===== src/rtl/fb_pkg.sv =====
// Shared types and constants for the frame-buffer line writer.
// Geometry constants reflect the default 640x480 sensor mode.
package fb_pkg;

    typedef enum logic {
        ST_IDLE   = 1'b0,
        ST_ACTIVE = 1'b1
    } fb_state_e;

    localparam int WIDTH_DEF      = 640;
    localparam int HEIGHT_DEF     = 480;
    localparam int WORDS_PER_LINE = WIDTH_DEF / 4;
    localparam int FB_WORDS       = WIDTH_DEF * HEIGHT_DEF / 4;

    // Bit positions inside err_flags = {sync, short_frame, long_frame, line_len}
    localparam int ERR_LINE_LEN    = 0;
    localparam int ERR_LONG_FRAME  = 1;
    localparam int ERR_SHORT_FRAME = 2;
    localparam int ERR_SYNC        = 3;

    function automatic int words_per_line(input int width);
        return width / 4;
    endfunction

endpackage


===== src/rtl/fb_line_writer_if.sv =====
// Pixel-side inputs and RAM-side outputs of the line writer, bundled.
// The slave modport is the writer's view; master is the driver/observer side.
interface fb_line_writer_if #(
    parameter int ADDR_W = 17
);
    logic              capture_en;
    logic              frame_start;
    logic              frame_end;
    logic              line_start;
    logic              pix_valid;
    logic [15:0]       pix_data;
    logic              wr_en;
    logic [ADDR_W-1:0] wr_addr;
    logic [31:0]       wr_data;
    logic              frame_done;
    logic              busy;
    logic [3:0]        err_flags;

    modport slave (
        input  capture_en, frame_start, frame_end, line_start, pix_valid, pix_data,
        output wr_en, wr_addr, wr_data, frame_done, busy, err_flags
    );

    modport master (
        output capture_en, frame_start, frame_end, line_start, pix_valid, pix_data,
        input  wr_en, wr_addr, wr_data, frame_done, busy, err_flags
    );
endinterface


===== src/rtl/fb_word_packer.sv =====
// Packs 16-bit two-pixel beats into 32-bit words; earlier beat lands in [15:0].
// clr drops any half-packed word; a beat arriving with clr starts a fresh word.
module fb_word_packer (
    input  logic        sys_clk,
    input  logic        reset,
    input  logic        clr,
    input  logic        beat_valid,
    input  logic [15:0] beat_data,
    output logic        half_full,
    output logic [31:0] word_data,
    output logic        word_valid
);
    logic        phase_q, phase_d;
    logic [15:0] low_q, low_d;
    logic [31:0] word_q, word_d;
    logic        valid_q, valid_d;

    always_comb begin
        phase_d = clr ? 1'b0 : phase_q;
        low_d   = low_q;
        word_d  = word_q;
        valid_d = 1'b0;
        if (beat_valid) begin
            if (!phase_d) begin
                low_d   = beat_data;
                phase_d = 1'b1;
            end else begin
                word_d  = {beat_data, low_q};
                valid_d = 1'b1;
                phase_d = 1'b0;
            end
        end
    end

    always_ff @(posedge sys_clk or negedge reset) begin
        if (!reset) begin
            phase_q <= 1'b0;
            low_q   <= '0;
            word_q  <= '0;
            valid_q <= 1'b0;
        end else begin
            phase_q <= phase_d;
            low_q   <= low_d;
            word_q  <= word_d;
            valid_q <= valid_d;
        end
    end

    assign half_full  = phase_q;
    assign word_data  = word_q;
    assign word_valid = valid_q;
endmodule


===== src/rtl/fb_line_writer.sv =====
// Packs RAW8 beats into 32-bit frame-buffer words, addresses them from frame and
// line markers (line_base + word offset, no multiplier) and flags bad geometry.
module fb_line_writer
    import fb_pkg::*;
#(
    parameter int WIDTH  = 640,
    parameter int HEIGHT = 480,
    parameter int ADDR_W = 17
) (
    input  logic            sys_clk,
    input  logic            reset,
    fb_line_writer_if.slave bus
);
    localparam int LIDX_W = $clog2(HEIGHT + 2);
    localparam int PIX_W  = $clog2(WIDTH + 1);

    localparam logic [LIDX_W-1:0] LAST_LINE = LIDX_W'(HEIGHT);
    localparam logic [LIDX_W-1:0] OVER_LINE = LIDX_W'(HEIGHT + 1);
    localparam logic [PIX_W-1:0]  LINE_PIX  = PIX_W'(WIDTH);
    localparam logic [ADDR_W-1:0] WPL       = ADDR_W'(words_per_line(WIDTH));

    fb_state_e         state_q, state_d;
    logic [LIDX_W-1:0] line_idx_q, line_idx_d;
    logic [ADDR_W-1:0] line_base_q, line_base_d;
    logic [ADDR_W-1:0] word_ptr_q, word_ptr_d;
    logic [ADDR_W-1:0] wr_addr_q, wr_addr_d;
    logic [PIX_W-1:0]  pix_cnt_q, pix_cnt_d;
    logic              no_line_q, no_line_d;
    logic [3:0]        err_q, err_d;
    logic              frame_done_q, frame_done_d;

    logic              accept_fs;
    logic              pk_clr;
    logic              pk_valid;
    logic              pk_half;
    logic [31:0]       pk_word;
    logic              pk_word_valid;

    // An active frame is restarted regardless of capture_en; only arming needs it.
    assign accept_fs = bus.frame_start && (state_q == ST_ACTIVE || bus.capture_en);

    always_comb begin
        state_d      = state_q;
        line_idx_d   = line_idx_q;
        line_base_d  = line_base_q;
        word_ptr_d   = word_ptr_q;
        wr_addr_d    = wr_addr_q;
        pix_cnt_d    = pix_cnt_q;
        no_line_d    = no_line_q;
        err_d        = err_q;
        frame_done_d = 1'b0;
        pk_clr       = 1'b0;
        pk_valid     = 1'b0;

        if (accept_fs) begin
            err_d       = '0;
            err_d[ERR_SYNC] = (state_q == ST_ACTIVE);
            line_idx_d  = '0;
            line_base_d = '0;
            word_ptr_d  = '0;
            pix_cnt_d   = '0;
            no_line_d   = 1'b1;
            pk_clr      = 1'b1;
            state_d     = bus.capture_en ? ST_ACTIVE : ST_IDLE;
        end else begin
            unique case (state_q)
                ST_IDLE: begin
                end
                ST_ACTIVE: begin
                    if (bus.line_start) begin
                        pk_clr = 1'b1;
                        if (pk_half) begin
                            err_d[ERR_LINE_LEN] = 1'b1;
                        end
                        if (!no_line_q && line_idx_q <= LAST_LINE && pix_cnt_q < LINE_PIX) begin
                            err_d[ERR_LINE_LEN] = 1'b1;
                        end
                        if (!no_line_q) begin
                            line_base_d = line_base_q + WPL;
                        end
                        word_ptr_d = line_base_d;
                        pix_cnt_d  = '0;
                        no_line_d  = 1'b0;
                        if (line_idx_q != OVER_LINE) begin
                            line_idx_d = line_idx_q + LIDX_W'(1);
                        end
                    end

                    // Uses the post-line_start view so a coincident beat opens the new line.
                    if (bus.pix_valid && !no_line_d) begin
                        if (line_idx_d == OVER_LINE) begin
                            err_d[ERR_LONG_FRAME] = 1'b1;
                        end else if (pix_cnt_d >= LINE_PIX) begin
                            err_d[ERR_LINE_LEN] = 1'b1;
                        end else begin
                            pk_valid  = 1'b1;
                            pix_cnt_d = pix_cnt_d + PIX_W'(2);
                            if (pk_half && !pk_clr) begin
                                wr_addr_d  = word_ptr_d;
                                word_ptr_d = word_ptr_d + ADDR_W'(1);
                            end
                        end
                    end

                    if (bus.frame_end) begin
                        if (line_idx_d != LAST_LINE) begin
                            err_d[ERR_SHORT_FRAME] = 1'b1;
                        end
                        frame_done_d = 1'b1;
                        state_d      = ST_IDLE;
                    end
                end
                default: state_d = ST_IDLE;
            endcase
        end
    end

    always_ff @(posedge sys_clk or negedge reset) begin
        if (!reset) begin
            state_q      <= ST_IDLE;
            line_idx_q   <= '0;
            line_base_q  <= '0;
            word_ptr_q   <= '0;
            wr_addr_q    <= '0;
            pix_cnt_q    <= '0;
            no_line_q    <= 1'b1;
            err_q        <= '0;
            frame_done_q <= 1'b0;
        end else begin
            state_q      <= state_d;
            line_idx_q   <= line_idx_d;
            line_base_q  <= line_base_d;
            word_ptr_q   <= word_ptr_d;
            wr_addr_q    <= wr_addr_d;
            pix_cnt_q    <= pix_cnt_d;
            no_line_q    <= no_line_d;
            err_q        <= err_d;
            frame_done_q <= frame_done_d;
        end
    end

    fb_word_packer u_packer (
        .sys_clk    (sys_clk),
        .reset      (reset),
        .clr        (pk_clr),
        .beat_valid (pk_valid),
        .beat_data  (bus.pix_data),
        .half_full  (pk_half),
        .word_data  (pk_word),
        .word_valid (pk_word_valid)
    );

    assign bus.wr_en      = pk_word_valid;
    assign bus.wr_addr    = wr_addr_q;
    assign bus.wr_data    = pk_word;
    assign bus.frame_done = frame_done_q;
    assign bus.busy       = (state_q == ST_ACTIVE);
    assign bus.err_flags  = err_q;
endmodule


===== src/flat_wrapper.sv =====
// flat-port wrapper written by rule: the top's interface ports become plain ports
module fb_line_writer_flat import fb_pkg::*;
#(
    parameter int WIDTH  = 640,
    parameter int HEIGHT = 480,
    parameter int ADDR_W = 17
)
  (sys_clk, reset, bus_capture_en, bus_frame_start, bus_frame_end, bus_line_start, bus_pix_valid, bus_pix_data, bus_wr_en, bus_wr_addr, bus_wr_data, bus_frame_done, bus_busy, bus_err_flags);
  fb_line_writer_if #(.ADDR_W(ADDR_W)) bus_i ();
  input  logic sys_clk;
  input  logic reset;
  input wire logic [$bits(bus_i.capture_en)-1:0] bus_capture_en;
  input wire logic [$bits(bus_i.frame_start)-1:0] bus_frame_start;
  input wire logic [$bits(bus_i.frame_end)-1:0] bus_frame_end;
  input wire logic [$bits(bus_i.line_start)-1:0] bus_line_start;
  input wire logic [$bits(bus_i.pix_valid)-1:0] bus_pix_valid;
  input wire logic [$bits(bus_i.pix_data)-1:0] bus_pix_data;
  output wire logic [$bits(bus_i.wr_en)-1:0] bus_wr_en;
  output wire logic [$bits(bus_i.wr_addr)-1:0] bus_wr_addr;
  output wire logic [$bits(bus_i.wr_data)-1:0] bus_wr_data;
  output wire logic [$bits(bus_i.frame_done)-1:0] bus_frame_done;
  output wire logic [$bits(bus_i.busy)-1:0] bus_busy;
  output wire logic [$bits(bus_i.err_flags)-1:0] bus_err_flags;
  assign bus_i.capture_en = bus_capture_en;
  assign bus_i.frame_start = bus_frame_start;
  assign bus_i.frame_end = bus_frame_end;
  assign bus_i.line_start = bus_line_start;
  assign bus_i.pix_valid = bus_pix_valid;
  assign bus_i.pix_data = bus_pix_data;
  assign bus_wr_en = bus_i.wr_en;
  assign bus_wr_addr = bus_i.wr_addr;
  assign bus_wr_data = bus_i.wr_data;
  assign bus_frame_done = bus_i.frame_done;
  assign bus_busy = bus_i.busy;
  assign bus_err_flags = bus_i.err_flags;
  fb_line_writer #(.WIDTH(WIDTH), .HEIGHT(HEIGHT), .ADDR_W(ADDR_W)) u_core (.sys_clk(sys_clk), .reset(reset), .bus(bus_i));
endmodule

===== config.mk =====
export PLATFORM = sky130hd
export DESIGN_NAME = fb_line_writer_flat
export DESIGN_NICKNAME = d
export VERILOG_FILES = /design/src/rtl/fb_pkg.sv /design/src/rtl/fb_line_writer_if.sv /design/src/rtl/fb_word_packer.sv /design/src/rtl/fb_line_writer.sv /design/src/flat_wrapper.sv
export SDC_FILE = /design/constraint.sdc
export NUM_CORES = 1
export LEC_CHECK = 0
export BUFFER_PORTS_ARGS = -buffer_cell sky130_fd_sc_hd__buf_4
export CORE_MARGIN = 5
export CORE_UTILIZATION = 48
export CTS_BUF_LIST = sky130_fd_sc_hd__clkbuf_2 sky130_fd_sc_hd__clkbuf_4 sky130_fd_sc_hd__clkbuf_8
export CTS_CLUSTER_SIZE = 28
export DETAILED_ROUTE_END_ITERATION = 6
export PLACE_DENSITY = 0.77
export SLEW_MARGIN = 20
export SYNTH_ARGS = -nofsm -noshare
export SYNTH_HDL_FRONTEND = slang
export SYNTH_SLANG_ARGS = --single-unit

===== constraint.sdc =====
create_clock -name sys_clk -period 5.9 [get_ports sys_clk]
set_clock_uncertainty 0.05 [all_clocks]
set_input_delay 0.59 -clock sys_clk [delete_from_list [all_inputs] [get_ports sys_clk]]
set_output_delay 0.59 -clock sys_clk [all_outputs]
set_load 0.01 [all_outputs]

==> metrics.cfg, run 1 <==
[die]
die_h_um = 122.7
fp.dieW_um = 122.7
pin_count = 79
start_util = 0.4872
num_rows = 41
core_sq_mm = 0.01252
die-area_sq_mm = 0.01506

[logic_synthesis]
synth_nets = 589
synthArstFlopShare = 1.000
synth_seq_cells = 121
synth_top_cell_by_area = dfrtp_1
seq_area_frac_synth = 0.4967
avgSynthCellArea_sq_um = 10.93
ys_warn_count = 0
yosys.area.top_type_share = 0.4924
synthesis.area_sq_mm = 0.006098
syn_inst = 558
synth_area_leaders = dfrtp_1, mux2_2, o21ai_0, nand2_1, nor2_1
synth.most_common_cell = dfrtp_1
synth_common_cells = dfrtp_1, mux2_2, o21ai_0
synth_edf_count = 0
ys.flop_type = dfrtp_1
yosysUniqueCellTypes = 65

[routing]
drtIter0Drc = 399
first_pass_iters = 5
route.detailed.drc = 0
drt_wl_total_mm = 13.77
post_drt_wl_per_cell_um = 17.00
via_per_inst = 5.758
num_vias = 4664
ant_nets = 0

[clock_tree]
cts_sinks = 121
hold_buffers = 0
clock_path_buffers = 2
cts_resized = 0
htreeDepth = 4
cts-buffers-inserted = 17
insertion_delay_ns = 0.44
cts_setup_buffers = 0
cts_tree = yes
cts_root_buf = clkbuf_8
clk_pin_slew_worst_paths_ns = 0.07

[grt]
antenna_found_initial = 0
grt_start_max_net_pins = 73
grt_pass1_wl_mm = 22.66
grt_pass1_vias = 4505
track_usage = 0.1907
grt_overflow_total = 0

[finish]
syn_to_final_growth_pct = 18.34
fin_nets = 656
num_antenna_cells = 0
drive_gt1_frac = 0.3103

[placed_design]
io_buffers = 78
pre_cts_ws_ns = 1.950
hpwl_mm = 9.539
place_congestion = 0.8750

[timing]
fin_crit_ns = 3.682
setup_tns_ns = 0
hold_violations = 0
worstMarginPinSlew_ns = 1.079
worst_slack_ns = 2.218
relSlewSlack = 0.2810
finalSetupViolations = 0
rsz0062_at_grt = no
period_share = 0.6241
slew_violations = 0
clock.fmax_mhz = 271.6

[setup_path]
crit_path_max_fanout = 16
crit_start = u_core.line_idx_q[0]
crit-reg2reg-launch = u_core.line_idx_q[0]
path_class = flip-flop to flip-flop
crit_required_ns = 6.18
start_kind = flip-flop
cp-end-kind = flip-flop
worstPathArrival_ns = 3.96

[power_and_ir_drop]
leakagePower_nw = 3.285
vdd_ir_drop_max_uv = 222.5
power_density_mw_per_mm2 = 275.3

[worst_hold_path]
hold_class = primary input to async pin

[run]
cap_violations = 0

[outcome]
outcome = finished clean

[state kept, by name, indices dropped and copies added, names as in the netlist]
signal                      count
u_core.u_packer.half_full       1
u_core.u_packer.word_data      32
u_core.line_base_q             12
u_core.bus.busy                 1
u_core.no_line_q                1
u_core.bus.wr_addr             17
u_core.u_packer.low_q          16
u_core.word_ptr_q              17
u_core.u_packer.word_valid      1
u_core.bus.err_flags            4
u_core.bus.frame_done           1
u_core.line_idx_q               9
u_core.pix_cnt_q                9
[critical path: stages, from the launching register on]
cell and delay, ns:
dfrtp_1 0.49, ha_1 0.41, and4_1 0.30, nand4b_1 0.11, and3_1 0.29, nor4_4 0.80, nor2_4 0.10, nand2_4 0.12
inv_2 0.07, ha_1 0.44, mux2_2 0.38
[routing by layer]
layer / vias to the layer above / global-route usage / share of wire
li1: 2175 / - / -
met1: 2291 / 0.2570 / 0.44
met2: 175 / 0.2836 / 0.46
met3: 23 / 0.06912 / 0.086
met4: 0 / 0.06858 / 0.014
met5: - / 0 / 0
[cell families (layout without fill, tap and decap cells)]
logic type | after synthesis | in the layout | synth area share
AOI/OAI and AO/OA | 122 | 122 | 0.1342
xor gates and xnor gates | 16 | 16 | 0.02298
adders and majority gates | 8 | 8 | 0.01641
buffers and inverters | 47 | 127 | 0.03488
DFF | 121 | 121 | 0.4967
muxes | 69 | 69 | 0.1325
and+or+nand+nor | 175 | 175 | 0.1623
[through the flow]
step	hold slack [ns]	total power [W]	util	area, sq um	cells
2_1_floorplan	0.2444	0.001067	-	6098	558
3_3_place_gp	0.4069	0.001160	0.5405	6765	778
3_5_place_dp	0.4123	0.001172	0.5405	6765	778
4_1_cts	0.2415	0.002005	0.5766	7217	810
5_1_grt	0.2992	0.002070	0.5766	7217	810
6_report	0.2326	0.001987	0.5766	7217	810
[cells in the final DEF, fill, tap and decap left out, types with 9 or more instances in the layout]
cell / Yosys / routed
dfrtp_1: 120 / 120
buf_4: 1 / 82
mux2_2: 59 / 59
o21ai_0: 46 / 46
nand2_1: 42 / 42
nor2_1: 37 / 37
clkbuf_8: 0 / 20
nand3_1: 14 / 14
a21oi_1: 13 / 13
inv_1: 12 / 12
and3_1: 11 / 11
xnor2_1: 11 / 11
a31oi_1: 11 / 11
nor3_1: 10 / 10
a22o_1: 9 / 9
[final cells by class]
class	instances	area (sq um)
fill	1060	5300
inverter	13	48.80
sequential	121	3029
clock buffer	21	282.8
tap	172	215.2
multi-input combinational	390	2856
timing repair buffer	82	615.6
clock inverter	11	168.9
[power by group]
part	internal [W]	switching (W)	leakage, nW
Combinational	0.000105	0.000115	1.41
Clock	0.000498	0.000333	0.229
Sequential	0.000895	0.0000406	1.64
[path summary, 6_finish.rpt]
path	end	slack [ns]	depth (start not counted)
hold reg to reg	u_core.pix_cnt_q[9]	0.43	2
max in group asynchronous	u_core.line_base_q[7]	4.40	2
hold / removal	u_core.line_idx_q[7]	0.23	1
setup reg to reg	u_core.u_packer.low_q[7]	2.22	10
min in group sys_clk	u_core.bus.busy	0.31	2
setup / recovery	u_core.u_packer.low_q[7]	2.22	10
Note: power is estimated with default switching activity, not from simulation.
==> run 2: changes to the inputs <==
- PLACE_DENSITY: 0.77 -> 0.8
- clock period: 5.9 -> 3.1 ns (I/O delays scaled with it)
==> metrics.cfg, run 2 (synthesis results as in run 1) <==
[placed_design]
hpwl_mm = 10.19
io_buffers = 78
place_congestion = 0.8816

[worst_hold_path]
worstHoldEndpoint = u_core.bus.err_flags[2]
hold_class = primary input to flip-flop
whs_path_depth = 2
min-delay-start = bus_frame_start

[setup_path]
cp_common_cell = ha_1
cp-end-kind = flip-flop
start_kind = flip-flop
r2r-end = u_core.u_packer.word_data[1]
crit-reg2reg-launch = u_core.line_idx_q[1]
crit_path_max_fanout = 33
cp_slowest_cell = dfrtp_1
r2r_cells = 11
critPathMaxStageDelay_ns = 0.49
r2r_slack_ns = 0.14
crit_required_ns = 3.36
worstPathArrival_ns = 3.22
path_class = flip-flop to flip-flop
cp_cell_sequence = inv_1, ha_1, a41oi_4, mux2i_4, nor4_4, nor2_4, nand2_4, inv_2, ha_1, buf_6, mux2_2

[finish]
final_cell_mix = dfrtp_1, buf_4, mux2_2, o21ai_0, nand2_1
nFillCells = 1048
drive_gt1_frac = 0.3389
seq_area_sq_mm = 0.003029
syn_to_final_growth_pct = 21.46
largest_register_ff_count = 32
num_antenna_cells = 0
fin_nets = 679
layout_commonest_cell = dfrtp_1
multi_input_area_sq_mm = 0.002887

[clock_tree]
cts_root_buf = clkbuf_8
cts-buffers-inserted = 17
cts_tree = yes
cts_setup_buffers = 0
clock_path_buffers = 2
insertion_delay_ns = 0.43
clk_pin_slew_worst_paths_ns = 0.07
htreeDepth = 4
cts_sinks = 121

[grt]
grt_pass1_wl_mm = 23.65
grt_pass1_vias = 4756
grt_overflow_total = 0
antenna_found_initial = 0
grt_start_max_net_pins = 61
track_usage = 0.2000

[timing]
clock.fmax_mhz = 337.5
finalSetupViolations = 0
worstMarginPinSlew_ns = 0.6611
slew_violations = 0
hold_violations = 0
period_share = 0.9558
relSlewSlack = 0.5573
whs_ns = 0.05446
fin_crit_ns = 2.963

[routing]
ant_nets = 0
via_per_inst = 5.738
drtIter0Drc = 261
post_drt_wl_per_cell_um = 17.09
drt_wl_total_mm = 14.24
route.detailed.drc = 0
num_vias = 4780
first_pass_iters = 5

[power_and_ir_drop]
power_density_mw_per_mm2 = 496.1
vdd_ir_drop_max_uv = 370.6
leakagePower_nw = 3.370
power.total_w = 0.003674

[run]
cap_violations = 0

[outcome]
outcome = finished clean

[die]
fp.dieW_um = 122.7
num_rows = 41
pin_count = 79
start_util = 0.4872
core_sq_mm = 0.01252
die-area_sq_mm = 0.01506
die_h_um = 122.7

==> run 2: cell count changes in the layout (fill, tap and decap cells not counted), sizes merged <==
cell and delta:
clkinv -2, clkinvlp +4, clkbuf -1, buf +22, bufinv -1, dlygate4sd3 +1
==> run 2: layout make-up <==
type | count | area share
clock buffers | 20 | 0.03463
flip-flops and latches | 121 | 0.4090
inverters | 13 | 0.006588
clock inverters | 12 | 0.02044
repair buffers | 105 | 0.1106
multi-input cells | 390 | 0.3897
well taps | 172 | 0.02905
==> run 2: repair_timing <==
action | CTS | global route
gates resized for setup | 2 | 4
endpoints found under the setup margin | 16 | 33
hold buffers | 1 | 0
hold endpoints to repair | 35 | 0
==> run 2: metrics by stage <==
step | utilization | cell area [sq um] | worst slack, ns | cells | setup TNS (ns)
floorplan | - | 6115 | 0.01616 | 558 | 0
CTS | 0.5902 | 7387 | 0.1313 | 833 | 0
global route | 0.5918 | 7407 | -0.006726 | 833 | -0.01072
global placement | 0.5564 | 6964 | 0.07802 | 800 | 0
detailed placement | 0.5564 | 6964 | -0.03503 | 800 | -0.4274
finish | 0.5918 | 7407 | 0.1370 | 833 | 0
==> run 2: power by group <==
group	internal, W	switching [W]
Clock	0.000817	0.000634
Combinational	0.000219	0.000228
Sequential	0.00170	0.0000744
==> run 2: worst max-delay path: cells and delay by family, from the launching register on <==
kind	cells	cell delay, ns
AND/OR/NAND/NOR	3	0.31
adder cells (fa/ha/maj)	2	0.40
flip-flops	1	0.49
AO/OA/AOI/OAI	1	0.34
buffers and inverters	3	0.51
multiplexers	2	0.71
==> run 2: worst max path at each step <==
stage,startpoint,to,slack (ns),cells past startpoint
final,u_core.line_idx_q[1],u_core.u_packer.word_data[1],0.14,11
after detailed placement,u_core.line_idx_q[1],u_core.u_packer.low_q[1],-0.04,10
after floorplan,u_core.line_idx_q[0],u_core.u_packer.low_q[10],0.02,14
after CTS,u_core.line_idx_q[1],u_core.u_packer.word_data[1],0.13,11
after global routing,u_core.line_idx_q[1],u_core.u_packer.word_data[11],-0.007,11
after global placement,u_core.line_idx_q[1],u_core.u_packer.low_q[11],0.08,10
==> run 2: routing by layer <==
layer  global-route usage  wire, um
met1               0.2555      6187
met2               0.3181      6703
met3              0.06359      1135
met4              0.07628       210
met5                    0         0
==> run 3: changes to the inputs <==
- RECOVER_POWER: default -> 25
==> metrics.cfg, run 3 (synthesis results as in run 1) <==
[clock_tree]
clk_pin_slew_worst_paths_ns = 0.07
cts_setup_buffers = 0
cts_root_buf = clkbuf_8
cts_tree = yes
cts-buffers-inserted = 17
htreeDepth = 4
insertion_delay_ns = 0.43
cts_sinks = 121
clock_path_buffers = 2

[grt]
antenna_found_initial = 0
grt_pass1_vias = 4756
grt_start_max_net_pins = 61
grt_pass1_wl_mm = 23.65
track_usage = 0.2000
grt_overflow_total = 0

[timing]
relSlewSlack = -0.4082
fin_crit_ns = 2.969
slew_violations = 38
worst_slack_ns = 0.1314
clock.fmax_mhz = 336.9
worstMarginPinSlew_ns = 2.112
finalSetupViolations = 0
whs_ns = 0.05744
period_share = 0.9576
hold_violations = 0
setup_tns_ns = 0

[outcome]
outcome = finished with violations
violations = max-capacitance violations, max-slew violations

[routing]
post_drt_wl_per_cell_um = 17.06
num_vias = 4789
via_per_inst = 5.749
drtIter0Drc = 261
route.detailed.drc = 0
drt_wl_total_mm = 14.22
ant_nets = 0
first_pass_iters = 5

[finish]
fin_nets = 679
drive_gt1_frac = 0.3359
layout_commonest_cell = dfrtp_1
layout.cells.non_filler = 833
nFillCells = 1049
num_antenna_cells = 0
final_core_util = 0.5912
syn_to_final_growth_pct = 21.34
final_cell_mix = dfrtp_1, buf_4, mux2_2, o21ai_0, nand2_1
largest_register_ff_count = 32

[worst_hold_path]
hold_class = primary input to flip-flop
whs_path_depth = 2

[setup_path]
start_kind = flip-flop
worstPathArrival_ns = 3.23
path_class = flip-flop to flip-flop
r2r_cells = 11
crit_required_ns = 3.36
cp-end-kind = flip-flop
crit_path_max_fanout = 33

[die]
core_sq_mm = 0.01252
die-area_sq_mm = 0.01506
die_h_um = 122.7
num_rows = 41
start_util = 0.4872
fp.dieW_um = 122.7
pin_count = 79

[placed_design]
hpwl_mm = 10.19
place_congestion = 0.8816
dp.cells = 800
pre_cts_ws_ns = -0.03503
io_buffers = 78

[power_and_ir_drop]
vdd_ir_drop_max_uv = 370.6
power_density_mw_per_mm2 = 496.2
leakagePower_nw = 3.363

[run]
cap_violations = 1

[run 3: cell count changes in the layout (fill, tap and decap cells not counted)]
cell,change
buf_4,-2
clkbuf_1,+2
[run 3: per-layer routing]
layer  track usage  part of all wire  vias to the layer above
met3       0.06359             0.079                       23
met1        0.2555              0.43                     2373
met4       0.07628             0.015                        0
met5             0                 0                        -
li1              -                 -                     2210
met2        0.3181              0.47                      183
[run 3: worst paths after layout]
path	from	endpoint	slack, ns
hold / removal	bus_frame_start	u_core.bus.err_flags[2]	0.06
min in group asynchronous	reset	u_core.line_idx_q[3]	0.98
max in group asynchronous	reset	u_core.line_base_q[15]	0.73
setup reg to reg	u_core.line_idx_q[1]	u_core.u_packer.word_data[1]	0.13
hold reg to reg	u_core.pix_cnt_q[9]	u_core.pix_cnt_q[9]	0.42
setup / recovery	u_core.line_idx_q[1]	u_core.u_packer.word_data[1]	0.13
[run 3: through the flow]
| stage | power [W] | cell area [sq um] |
|---|---|---|
| 4_1_cts | 0.003712 | 7387 |
| 3_5_place_dp | 0.002254 | 6964 |
| 3_3_place_gp | 0.002229 | 6964 |
| 6_report | 0.003672 | 7400 |
| 2_1_floorplan | 0.002033 | 6115 |
| 5_1_grt | 0.003852 | 7400 |
[run 3: layout make-up]
class                           instances  area [sq um]  share of cell area
Inverter                               13         48.80            0.006595
Tap cell                              172         215.2             0.02908
Sequential cell                       121          3029              0.4094
Clock buffer                           20         256.5             0.03466
Clock inverter                         12         151.4             0.02046
Timing Repair Buffer                  105         812.0              0.1097
Multi-Input combinational cell        390          2887              0.3901
[run 3: what timing repair did]
item | CTS | global route
hold endpoints to repair | 35 | 0
endpoints found under the setup margin | 16 | 33
gates resized for setup | 2 | 4
hold buffers | 1 | 0
[run 3: critical path, cell delays in order, from the launching register on]
cell,delay (ns)
dfrtp_1,0.49
inv_1,0.12
ha_1,0.23
a41oi_4,0.34
mux2i_4,0.33
nor4_4,0.08
nor2_4,0.16
nand2_4,0.07
inv_2,0.11
ha_1,0.17
buf_6,0.28
mux2_2,0.38
[run 3: report_power, final]
part | switching [W] | internal [W]
Clock | 0.000632 | 0.000817
Sequential | 0.0000744 | 0.00170
Combinational | 0.000228 | 0.000218
Total | 0.000934 | 0.00274
